==> src/rtl/bp_pkg.sv <==
// Shared definitions for the branch predictor: 2-bit counter encoding and reset value.
// Latency: n/a (types and constants only).
// Backpressure: n/a.
package bp_pkg;

    localparam int BP_CNT_W = 2;

    typedef logic [BP_CNT_W-1:0] bp_cnt_t;

    localparam bp_cnt_t BP_ST = 2'b11;
    localparam bp_cnt_t BP_WT = 2'b10;
    localparam bp_cnt_t BP_WN = 2'b01;
    localparam bp_cnt_t BP_SN = 2'b00;

    localparam bp_cnt_t BP_CNT_RESET = BP_WN;

    function automatic logic bp_cnt_taken(input bp_cnt_t cnt);
        return cnt[BP_CNT_W-1];
    endfunction

endpackage

==> src/rtl/sat_counter2.sv <==
// Next-state function of a 2-bit saturating counter, stepping toward the resolved outcome.
// Latency: combinational.
// Backpressure: none.
module sat_counter2
    import bp_pkg::*;
(
    input  bp_cnt_t cnt,
    input  logic    taken,
    output bp_cnt_t cnt_next
);

    always_comb begin
        cnt_next = cnt;
        if (taken) begin
            if (cnt != BP_ST) cnt_next = cnt + 2'd1;
        end else begin
            if (cnt != BP_SN) cnt_next = cnt - 2'd1;
        end
    end

endmodule

==> src/rtl/branch_predict_2bit.sv <==
// Tagged direct-mapped BTB plus 2-bit PHT; BP_GSHARE_EN xors a global history into the fetch index.
// Latency: prediction combinational from current state; training commits at posedge clk (read-old).
// Backpressure: none, accepts one update per cycle.
module branch_predict_2bit
    import bp_pkg::*;
#(
    parameter int BTB_INDEX_BITS = 5,
    parameter int PHT_INDEX_BITS = 6,
    parameter int GHR_BITS       = 6
) (
    input  logic                      clk,
    input  logic                      reset,
    input  logic [31:0]               current_pc,
    output logic                      prediction,
    output logic [31:0]               predicted_pc,
    output logic [PHT_INDEX_BITS-1:0] pred_pht_idx,
    input  logic                      update_valid,
    input  logic [31:0]               update_pc,
    input  logic                      update_taken,
    input  logic [31:0]               update_target,
    input  logic [PHT_INDEX_BITS-1:0] update_pht_idx
);

    localparam int BTB_ENTRIES = 1 << BTB_INDEX_BITS;
    localparam int PHT_ENTRIES = 1 << PHT_INDEX_BITS;
    localparam int TAG_W       = 32 - BTB_INDEX_BITS - 2;

    logic              btb_valid  [BTB_ENTRIES];
    logic [TAG_W-1:0]  btb_tag    [BTB_ENTRIES];
    logic [31:0]       btb_target [BTB_ENTRIES];
    bp_cnt_t           pht        [PHT_ENTRIES];

    logic [BTB_INDEX_BITS-1:0] rd_btb_idx;
    logic [TAG_W-1:0]          rd_tag;
    logic [BTB_INDEX_BITS-1:0] wr_btb_idx;
    logic [TAG_W-1:0]          wr_tag;
    logic [PHT_INDEX_BITS-1:0] pc_pht_idx;
    logic [PHT_INDEX_BITS-1:0] fetch_idx;
    logic                      btb_hit;
    bp_cnt_t                   upd_cnt_next;
    logic                      unused_upd_bits;

    assign rd_btb_idx      = current_pc[BTB_INDEX_BITS+1:2];
    assign rd_tag          = current_pc[31:BTB_INDEX_BITS+2];
    assign wr_btb_idx      = update_pc[BTB_INDEX_BITS+1:2];
    assign wr_tag          = update_pc[31:BTB_INDEX_BITS+2];
    assign pc_pht_idx      = current_pc[PHT_INDEX_BITS+1:2];
    assign unused_upd_bits = ^update_pc[1:0];

`ifdef BP_GSHARE_EN
    logic [GHR_BITS-1:0]       ghr;
    logic [PHT_INDEX_BITS-1:0] ghr_ext;

    always_comb begin
        ghr_ext                = '0;
        ghr_ext[GHR_BITS-1:0]  = ghr;
    end

    assign fetch_idx = pc_pht_idx ^ ghr_ext;

    // History advances only on resolved branches, never speculatively at fetch.
    always_ff @(posedge clk) begin
        if (reset) begin
            ghr <= '0;
        end else if (update_valid) begin
            ghr <= (ghr << 1) | GHR_BITS'(update_taken);
        end
    end
`else
    localparam int unused_ghr_bits = GHR_BITS;

    assign fetch_idx = pc_pht_idx;
`endif

    // Outputs are forced to the fall-through view while reset is held.
    assign btb_hit      = btb_valid[rd_btb_idx] && (btb_tag[rd_btb_idx] == rd_tag);
    assign prediction   = !reset && btb_hit && bp_cnt_taken(pht[fetch_idx]);
    assign predicted_pc = prediction ? btb_target[rd_btb_idx] : current_pc + 32'd4;
    assign pred_pht_idx = reset ? pc_pht_idx : fetch_idx;

    sat_counter2 u_sat_counter2 (
        .cnt      (pht[update_pht_idx]),
        .taken    (update_taken),
        .cnt_next (upd_cnt_next)
    );

    always_ff @(posedge clk) begin
        if (reset) begin
            for (int i = 0; i < BTB_ENTRIES; i++) begin
                btb_valid[i]  <= 1'b0;
                btb_tag[i]    <= '0;
                btb_target[i] <= '0;
            end
        end else if (update_valid && update_taken) begin
            btb_valid[wr_btb_idx]  <= 1'b1;
            btb_tag[wr_btb_idx]    <= wr_tag;
            btb_target[wr_btb_idx] <= update_target;
        end
    end

    always_ff @(posedge clk) begin
        if (reset) begin
            for (int i = 0; i < PHT_ENTRIES; i++) begin
                pht[i] <= BP_CNT_RESET;
            end
        end else if (update_valid) begin
            pht[update_pht_idx] <= upd_cnt_next;
        end
    end

endmodule

==> config.mk <==
export PLATFORM = sky130hd
export DESIGN_NAME = branch_predict_2bit
export DESIGN_NICKNAME = d
export VERILOG_FILES = /design/src/rtl/bp_pkg.sv /design/src/rtl/sat_counter2.sv /design/src/rtl/branch_predict_2bit.sv
export SDC_FILE = /design/constraint.sdc
export NUM_CORES = 2
export LEC_CHECK = 0
export ABC_AREA = 1
export BUFFER_PORTS_ARGS = -buffer_cell sky130_fd_sc_hd__buf_2
export CORE_ASPECT_RATIO = 1.2
export CORE_MARGIN = 1.5
export CORE_UTILIZATION = 40
export CTS_BUF_LIST = sky130_fd_sc_hd__clkbuf_4
export DETAILED_ROUTE_END_ITERATION = 10
export PLACE_DENSITY = 0.54
export SYNTH_ARGS = -nofsm -noshare
export SYNTH_HDL_FRONTEND = slang
export SYNTH_SLANG_ARGS = --single-unit
==> constraint.sdc <==
create_clock -name clk -period 4.5 [get_ports clk]
set_input_delay 0.225 -clock clk [delete_from_list [all_inputs] [get_ports clk]]
set_output_delay 0.225 -clock clk [all_outputs]
set_load 0.01 [all_outputs]
==> reports/qor.yml <==
slew_violations: 0
initial_core_util_pct: 40.2
endpoint_kind: "output pin"
async_reset_ff_share_pct: 0
post_cts_buffers: 0
final_common_cell: "nor2_1"
final_hold_viol_count: 0
fp.dieH_microns: 524
die_area_sq_um: 229000
finalPower_mw: 41.6
cts_buffers: 536
dp_cells: 11942
yosysWarnings: 0
drt_iter0_markers: 9657
drc_errors: 0
synthesis.nets: 9482
ys_ff_latch: 1984
routed_via_density: 5.75
vias: 74331
required_ns: 4.28
drv_cap: 1
wl_per_cell_microns: 27.3
synth_cells: 9375
grt_max_degree: 141
fin_util_pct: 45.4
yosysUniqueCellTypes: 40
final-setup-viol-count: 0
irDropWorstVdd_mv: 0.205
ant_nets: 0
fmax_mhz: 230
synth_edf_count: 1952
power_leakage_nw: 39.6
min_period_over_period_pct: 96.4
cp.arrival_ns: 4.11
die_x_microns: 437
skew_ns: 0.0733
crit_type: "flip-flop to output pin"
grt_pass1_vias: 70627
wl_microns: 353000
setup_ws_ns: 0.161
grt-ovfl-total: 0
clock_path_buffers: 4
dp_hpwl_microns: 190000
worstSkewPairLatency_ns: 1.29
synth_area_sq_um: 90600
violations: "max-capacitance violations"
ys.flop_type: "edfxtp_1"
area_growth_pct: 13.0
status: "finished with violations"
dr.pass1.iters: 6
fin_crit_ns: 4.34
final_cell_mix: "2930 x nor2_1, 1952 x edfxtp_1, 1383 x nand2_1, 788 x clkbuf_4, 696 x o21ai_0"
core_area_sq_um: 225000
path_clk_slew_ns: 0.07
antenna_found_initial: 27
path_max_fanout: 1
setup-tns-final_ns: 0
stdcell_count: 12937
min_path_type: "primary input to flip-flop"
grt_pass1_wl_microns: 498000
relSlewSlack_pct: 0.392
gp_congestion: 0.926
ys_seq_area_share_pct: 65.4
htreeDepth: 6
avgSynthCellArea_sq_um: 9.67
grt_util_all_layers_pct: 30.0
cellPowerDensity_nw_per_um2: 407
grt_use_met3_pct: 5.60
worst_pin_slew_ns: 1.48
use_met2_pct: 48.5
final_layout_size_suffix_gt1_share_pct: 13.3
root_buffer: "clkbuf_4"
clock_sinks: 1984
met1_usage_pct: 38.8
layout.nets: 9681
rows: 191
pin_count: 145
pre_cts_ws_ns: 0.568
grt_busiest_layer: "met2"
portBuffers: 142
setup.worst_path.start_class: "flip-flop"
cts_tree: "yes"
timing repair:
item                                    4_1_cts  5_1_grt
gates resized for setup                       0        6
hold buffers                                 85        0
endpoints found under the hold margin      2304        0
endpoints found under the setup margin        0       28
kinds of logic after synthesis:
family / count (synthesis) / share of synthesized area (%)
simple gates: 5030 / 21.8
buf+inv: 1155 / 5.21
flops: 1984 / 65.4
fa+ha+maj: 1 / 0.0138
compound gates: 1179 / 7.29
xor+xnor: 26 / 0.251
cell type report:
class | instances | area [sq um]
Clock buffer | 788 | 5920
Tap cell | 2991 | 3740
Antenna cell | 17 | 42.5
Timing Repair Buffer | 481 | 4230
Inverter | 335 | 1300
Clock inverter | 105 | 696
Sequential cell | 1984 | 59300
Multi-Input combinational cell | 6236 | 27200
Fill cell | 21528 | 123000
worst max-delay path, cell delays in order, from the launching register on:
cell and delay, ns:
edfxtp_1 0.35, o21ai_0 0.18, o221ai_1 0.16, o211ai_1 0.17, nand3_1 0.15, o21ai_0 1.15, nand3_1 0.20, nand2_1 0.24
inv_1 0.06, buf_2 0.14
path summary, 6_finish.rpt:
check,cells after the start,slack (ns),start,to
min,3,0.07,update_target[17],btb_target[30][17]
min reg2reg,2,0.45,btb_valid[1],btb_valid[1]
max reg2reg,12,1.71,pht[9][1],pht[47][0]
max,9,0.16,btb_target[21][18],predicted_pc[18]
cells in the mapped netlist, types with 13 or more instances:
library cell | number | area [sq um]
a21oi_1 | 99 | 495
a221o_1 | 13 | 130
a31oi_1 | 40 | 250
buf_1 | 32 | 120
buf_2 | 180 | 901
buf_4 | 34 | 255
clkbuf_1 | 570 | 2140
dfxtp_1 | 32 | 641
edfxtp_1 | 1952 | 58600
inv_1 | 329 | 1230
nand2_1 | 1451 | 5450
nand3_1 | 562 | 2810
nand4_1 | 27 | 169
nor2_1 | 2932 | 11000
nor3_1 | 29 | 145
o211ai_1 | 13 | 97.6
o21ai_0 | 696 | 3480
o21ai_1 | 35 | 175
o221ai_1 | 47 | 412
o22ai_1 | 198 | 1240
xor2_1 | 26 | 228
stage by stage:
step | hold slack [ns] | area (sq um)
6_report | 0.0667 | 102000
5_1_grt | 0.0784 | 102000
4_1_cts | 0.00750 | 102000
3_5_place_dp | 0.440 | 94800
3_3_place_gp | 0.438 | 94800
2_1_floorplan | 0.427 | 90600
state kept, by name, indices dropped and copies added (netlist names):
register,flops
pht,128
btb_valid,32
btb_tag,800
btb_target,1024
where the power goes:
part           total [mW]  internal (mW)  switching (mW)
sequential           21.4           21.2           0.231
combinational        3.92          0.941            2.98
clock                16.3           8.48            7.83
total                41.6           30.6            11.0
per-layer routing:
layer  routed length, microns  part of all wire, %
met2                   164000                   46
met5                       35               0.0099
met1                   132000                   37
met3                    39100                   11
met4                    18600                  5.3
Note: power is estimated with default switching activity, not from simulation.
